===== src/rtl/disp_wr_sched.sv =====
// Write-side sequencer for the time-capture and frequency-bin display RAMs.
// Define AUTO_TRIG_EN to force a capture after TRIG_TIMEOUT untriggered samples.
module disp_wr_sched #(
  parameter int TIME_DEPTH     = 640,
  parameter int DECIM          = 1,
  parameter int TRIG_LEVEL     = 0,
  parameter int HOLDOFF_FRAMES = 2,
  parameter int FREQ_BINS      = 80,
  parameter int MAG_SHIFT      = 6,
  parameter int MAG_MAX        = 230,
  parameter int TRIG_TIMEOUT   = 2048
) (
  input  logic        ck100MHz,
  input  logic        reset,
  input  logic        sample_valid,
  input  logic [7:0]  sample,
  input  logic        fft_valid,
  input  logic [9:0]  fft_index,
  input  logic [15:0] fft_mag,
  input  logic        frame_tick,
  input  logic        freeze,
  output logic        enaTime,
  output logic        weaTime,
  output logic [9:0]  addraTime,
  output logic [7:0]  dinaTime,
  output logic        weaFreq,
  output logic [9:0]  addraFreq,
  output logic [7:0]  dinaFreq,
  output logic        capture_busy,
  output logic        trig_seen
);

  typedef enum logic [1:0] {ARM, CAPTURE, HOLD} stateT;

  localparam logic signed [7:0] TRIG_L    = 8'(TRIG_LEVEL);
  localparam logic [9:0]        LAST_ADDR = 10'(TIME_DEPTH - 1);
  localparam logic [7:0]        DECIM_L   = 8'(DECIM);
  localparam logic [7:0]        HOLD_L    = 8'(HOLDOFF_FRAMES);

  stateT             state, stateNext;
  logic signed [7:0] prevSample;
  logic [9:0]        addrCnt;
  logic [7:0]        decimCnt;
  logic [7:0]        holdCnt;
  logic              realTrig, timeoutHit, startCapture, writeNow;
  logic [9:0]        writeAddr;
  logic [15:0]       magShifted;
  logic [7:0]        magSat;
  logic              fftWrite;

  assign realTrig = sample_valid && (prevSample < TRIG_L) && ($signed(sample) >= TRIG_L);

`ifdef AUTO_TRIG_EN
  localparam logic [15:0] TIMEOUT_L = 16'(TRIG_TIMEOUT);
  logic [15:0] timeoutCnt;

  assign timeoutHit = sample_valid && !realTrig && ((timeoutCnt + 16'd1) >= TIMEOUT_L);

  // Saturates one short of the limit so a frozen display forces on the next strobe.
  always_ff @(posedge ck100MHz) begin
    if (reset) begin
      timeoutCnt <= '0;
    end else if (state != ARM || realTrig || startCapture) begin
      timeoutCnt <= '0;
    end else if (sample_valid && !timeoutHit) begin
      timeoutCnt <= timeoutCnt + 16'd1;
    end
  end
`else
  assign timeoutHit = 1'b0;
`endif

  always_comb begin
    stateNext    = state;
    startCapture = 1'b0;
    writeNow     = 1'b0;
    writeAddr    = addrCnt;
    case (state)
      ARM: begin
        if (!freeze && (realTrig || timeoutHit)) begin
          startCapture = 1'b1;
          writeNow     = 1'b1;
          writeAddr    = '0;
          stateNext    = (LAST_ADDR == 10'd0) ? HOLD : CAPTURE;
        end
      end
      CAPTURE: begin
        if (sample_valid && decimCnt == DECIM_L) begin
          writeNow = 1'b1;
          if (addrCnt == LAST_ADDR) stateNext = HOLD;
        end
      end
      HOLD: begin
        if (holdCnt >= HOLD_L && !freeze) stateNext = ARM;
      end
      default: stateNext = ARM;
    endcase
  end

  assign magShifted = fft_mag >> MAG_SHIFT;
  assign magSat     = (magShifted > 16'(MAG_MAX)) ? 8'(MAG_MAX) : magShifted[7:0];
  assign fftWrite   = fft_valid && ({1'b0, fft_index} < 11'(FREQ_BINS)) && !freeze;

  // decimCnt holds the position of the incoming sample counted from the last
  // write, so a write returns it to 1 and the write lands on every DECIM-th sample.
  always_ff @(posedge ck100MHz) begin
    if (reset) begin
      state        <= ARM;
      prevSample   <= '0;
      addrCnt      <= '0;
      decimCnt     <= '0;
      holdCnt      <= '0;
      enaTime      <= 1'b0;
      weaTime      <= 1'b0;
      addraTime    <= '0;
      dinaTime     <= '0;
      weaFreq      <= 1'b0;
      addraFreq    <= '0;
      dinaFreq     <= '0;
      capture_busy <= 1'b0;
      trig_seen    <= 1'b0;
    end else begin
      state        <= stateNext;
      capture_busy <= (stateNext == CAPTURE);
      if (sample_valid) prevSample <= sample;

      enaTime <= writeNow;
      weaTime <= writeNow;
      if (writeNow) begin
        addraTime <= writeAddr;
        dinaTime  <= sample;
      end

      if (startCapture) begin
        trig_seen <= realTrig;
        addrCnt   <= (LAST_ADDR == 10'd0) ? 10'd0 : 10'd1;
        decimCnt  <= 8'd1;
      end else if (state == CAPTURE && sample_valid) begin
        if (writeNow) begin
          decimCnt <= 8'd1;
          addrCnt  <= (addrCnt == LAST_ADDR) ? 10'd0 : addrCnt + 10'd1;
        end else begin
          decimCnt <= decimCnt + 8'd1;
        end
      end

      // Only ticks seen while already in HOLD count toward the holdoff.
      if (state != HOLD) begin
        holdCnt <= '0;
      end else if (frame_tick && holdCnt < HOLD_L) begin
        holdCnt <= holdCnt + 8'd1;
      end

      weaFreq <= fftWrite;
      if (fftWrite) begin
        addraFreq <= fft_index;
        dinaFreq  <= magSat;
      end
    end
  end

endmodule


===== config.mk =====
export PLATFORM = sky130hd
export DESIGN_NAME = disp_wr_sched
export DESIGN_NICKNAME = d
export VERILOG_FILES = /design/src/rtl/disp_wr_sched.sv
export SDC_FILE = /design/constraint.sdc
export NUM_CORES = 1
export LEC_CHECK = 0
export ABC_CLOCK_PERIOD_IN_PS = 1700
export CAP_MARGIN = 20
export CELL_PAD_IN_SITES_DETAIL_PLACEMENT = 1
export CELL_PAD_IN_SITES_GLOBAL_PLACEMENT = 1
export CORE_MARGIN = 2
export CORE_UTILIZATION = 34
export CTS_CLUSTER_SIZE = 30
export DETAILED_ROUTE_END_ITERATION = 12
export PLACE_DENSITY = 0.89
export SETUP_SLACK_MARGIN = 0.05
export SYNTH_ARGS = -nofsm -noshare
export SYNTH_HDL_FRONTEND = slang
export SYNTH_SLANG_ARGS = --single-unit

===== constraint.sdc =====
create_clock -name ck100MHz -period 1.7 [get_ports ck100MHz]
set_input_delay 0.17 -clock ck100MHz [delete_from_list [all_inputs] [get_ports ck100MHz]]
set_output_delay 0.17 -clock ck100MHz [all_outputs]
set_load 0.01 [all_outputs]

==> run metrics <==
outcome=finished, final reports clean; delay-heaviest family, CP=simple AND/OR/NAND/NOR gates; crit path DAT=1.90 ns; footprint of the multi-input gates=0.00132 mm²; post-synthesis register bit count=69; number of remaining DRC errors=0; DRT Wirelength=8.84 mm; 1st-iter DRT viols=118; fin crit period=1.61 ns; ys flop type=dfxtp_1; Hold WC Path Type=in -> reg; pre-CTS setup slack=-0.146 ns; CP Launch Type=register; root buf cell=clkbuf_8; Max H-tree Level=3; dpl hpwl=6.31 mm; Final Cycle Share=94.8%; crit-path cells=ha_1 -> and3_4 -> buf_4 -> nand4_1 -> or4_1 -> nand2_1; Max Slew Vio Count=0; via count=2,751; Worst Path Required=1.98 ns; Final ANT Viol Nets=0; P&R area growth vs syn=47.5%; worst path buffer plus inverter count=1; layout cells sized above 1=15.7%; Syn Nets=365; # IOs=81; Final Skew=0.0118 ns; synth cell count leaders=dfxtp_1, nand2_1, a21oi_1, nor2_1, and3_1; final net count=467; Final Hold Fails=0; Synth area leaders=dfxtp_1, nand2_1, a21oi_1; post-layout worst setup margin=0.0881 ns; Fillers=917; Critical Path Fanout Max=4; initial antenna violation count=0; power consumption=0.00331 W; Final Non-Filler Cells=528; count leader, synth=dfxtp_1; routability congestion estimate=0.828; worst-margin pin slew=0.439 ns; first-pass GRT wire length=14.3 mm; Final Cell Area=0.00407 mm²; Pre-antenna DRT Iters=4; vias in the first global route=3,002; Clock Sinks=69; Die Footprint=0.00886 mm²; gr busiest metal=met2; Port Buffers=74; P per Cell Area=812 mW/mm²; DR vias/cell=5.21; GRT overflow=0; CTS max path bufs=2; setup violators final=0; asr flop ratio synth=0%; fmax=620 MHz; ant diodes=0; Synth area leader=dfxtp_1; routing usage on met3=2.81%; # Max-Cap Violations=0; Netlist cell types=42; VDD IR max=380 µV; Placement Rows=32; cell type of the slowest stage on the worst timing path=or4_1; register area share after synthesis=50.0%; met2 GRT Util=36.8%; clk_lat worst skew=0.35 ns; TritonCTS Buffers=9; critical path class=reg -> reg; GR Util All Layers=20.8%; Mean Syn Cell Area=8.63 µm²; overall die height=94.1 µm; DP Cell Count=511; max_slew headroom=70.5%; leak pwr=1.53 nW; RSZ-0062 raised after global routing=true; Crit. End Element=register; number of synthesized flops with an enable pin=0; synth warn=0; register area=0.00138 mm²; die width=94.1 µm; Synth top area share=50.0%; Reg clk slew, reported paths=0.08 ns; max incr delay on CP=0.44 ns; CTS Hold Bufs=0; largest net degree at the start of global routing=33; Post-Syn Area=0.00276 mm²; Post-Syn Instances=320; Initial Utilization=35.4%; Placeable Area=0.00781 mm²; grt met1 use=24.2%; CTS tree=done; routed len/inst=16.7 µm; area of placed instances=0.00380 mm²
layout by cell type, fill, tap and decap left out, types with 3 or more instances in the layout:
cell type,Yosys,routed
clkdlybuf4s50_1,0,74
inv_1,5,5
buf_4,1,33
ha_1,5,5
xor2_1,8,8
nor3_1,5,5
clkinv_2,0,3
clkbuf_8,0,10
a21oi_1,35,35
and3_1,17,15
o21ai_0,11,9
or3_1,3,3
nor2_1,24,24
nand4_1,12,12
a31oi_1,4,4
nand2_1,53,52
dfxtp_1,69,67
nand3_1,16,16
nor4_1,5,5
power by group:
group	switching [W]	internal, W	total [W]	leakage, nW
Clock	0.000619	0.000850	0.00147	0.112
Combinational	0.0000885	0.000114	0.000202	0.857
Sequential	0.00000807	0.00163	0.00164	0.557
Total	0.000715	0.00259	0.00331	1.53
stage by stage:
| step | hold slack (ns) | utilization, % | setup TNS, ns |
|---|---|---|---|
| 2_1_floorplan | 0.306 | - | 0 |
| 3_3_place_gp | 0.440 | 48.7 | -1.43 |
| 3_5_place_dp | 0.455 | 48.7 | -4.30 |
| 4_1_cts | 0.365 | 51.6 | 0 |
| 5_1_grt | 0.384 | 52.2 | 0 |
| 6_report | 0.369 | 52.2 | 0 |
area by class of cell:
class / count / area share (%)
timing repair buffer: 109 / 24.8
tap: 102 / 3.13
inverter: 5 / 0.461
multi-input combinational: 228 / 32.4
clock inverter: 5 / 1.84
sequential: 69 / 34.0
clock buffer: 10 / 3.38
cells by family after synthesis:
| logic type | Yosys count | synth area share, % |
|---|---|---|
| and+or+nand+nor | 149 | 27.4 |
| DFF | 69 | 50.0 |
| AOI/OAI and AO/OA | 63 | 13.2 |
| buffers and inverters | 23 | 3.53 |
| xor gates and xnor gates | 9 | 2.85 |
| adders and majority gates | 5 | 2.27 |
| muxes | 2 | 0.725 |
worst paths after layout:
path,startpoint,endpoint,slack [ns],cells past startpoint
min reg2reg,addraFreq[1]$_SDFFE_PP0P_,addraFreq[1]$_SDFFE_PP0P_,0.46,2
max reg2reg,addrCnt[1]$_SDFFE_PP0P_,addrCnt[6]$_SDFFE_PP0P_,0.09,6
max,addrCnt[1]$_SDFFE_PP0P_,addrCnt[6]$_SDFFE_PP0P_,0.09,6
min,fft_index[2],addraFreq[2]$_SDFFE_PP0P_,0.37,3
routing by layer:
layer	wire (µm)	vias up
met2	4690	62
met4	214	0
li1	-	1326
met5	0	-
met3	206	20
met1	3720	1343
worst reg2reg max path: cells and delay by family, from the launching register on:
family        cells  cell delay, ns
fa+ha+maj         1            0.22
buf+inv           1            0.12
flops             1            0.35
simple gates      4            0.88
state kept, by name (all words and copies together) (netlist names), 2 cells and up:
signal and flops:
decimCnt 8, dinaFreq 8, state 2, holdCnt 8
dinaTime 8, addrCnt 10, addraTime 10, addraFreq 10
timing repair:
action                     in CTS  in global routing
resized for setup               5                 13
hold endpoints to repair        0                  0
pin swaps                       1                  4
setup buffers                   1                  1
setup endpoints to repair      23                 27
Power figures use the tool's default switching activity.
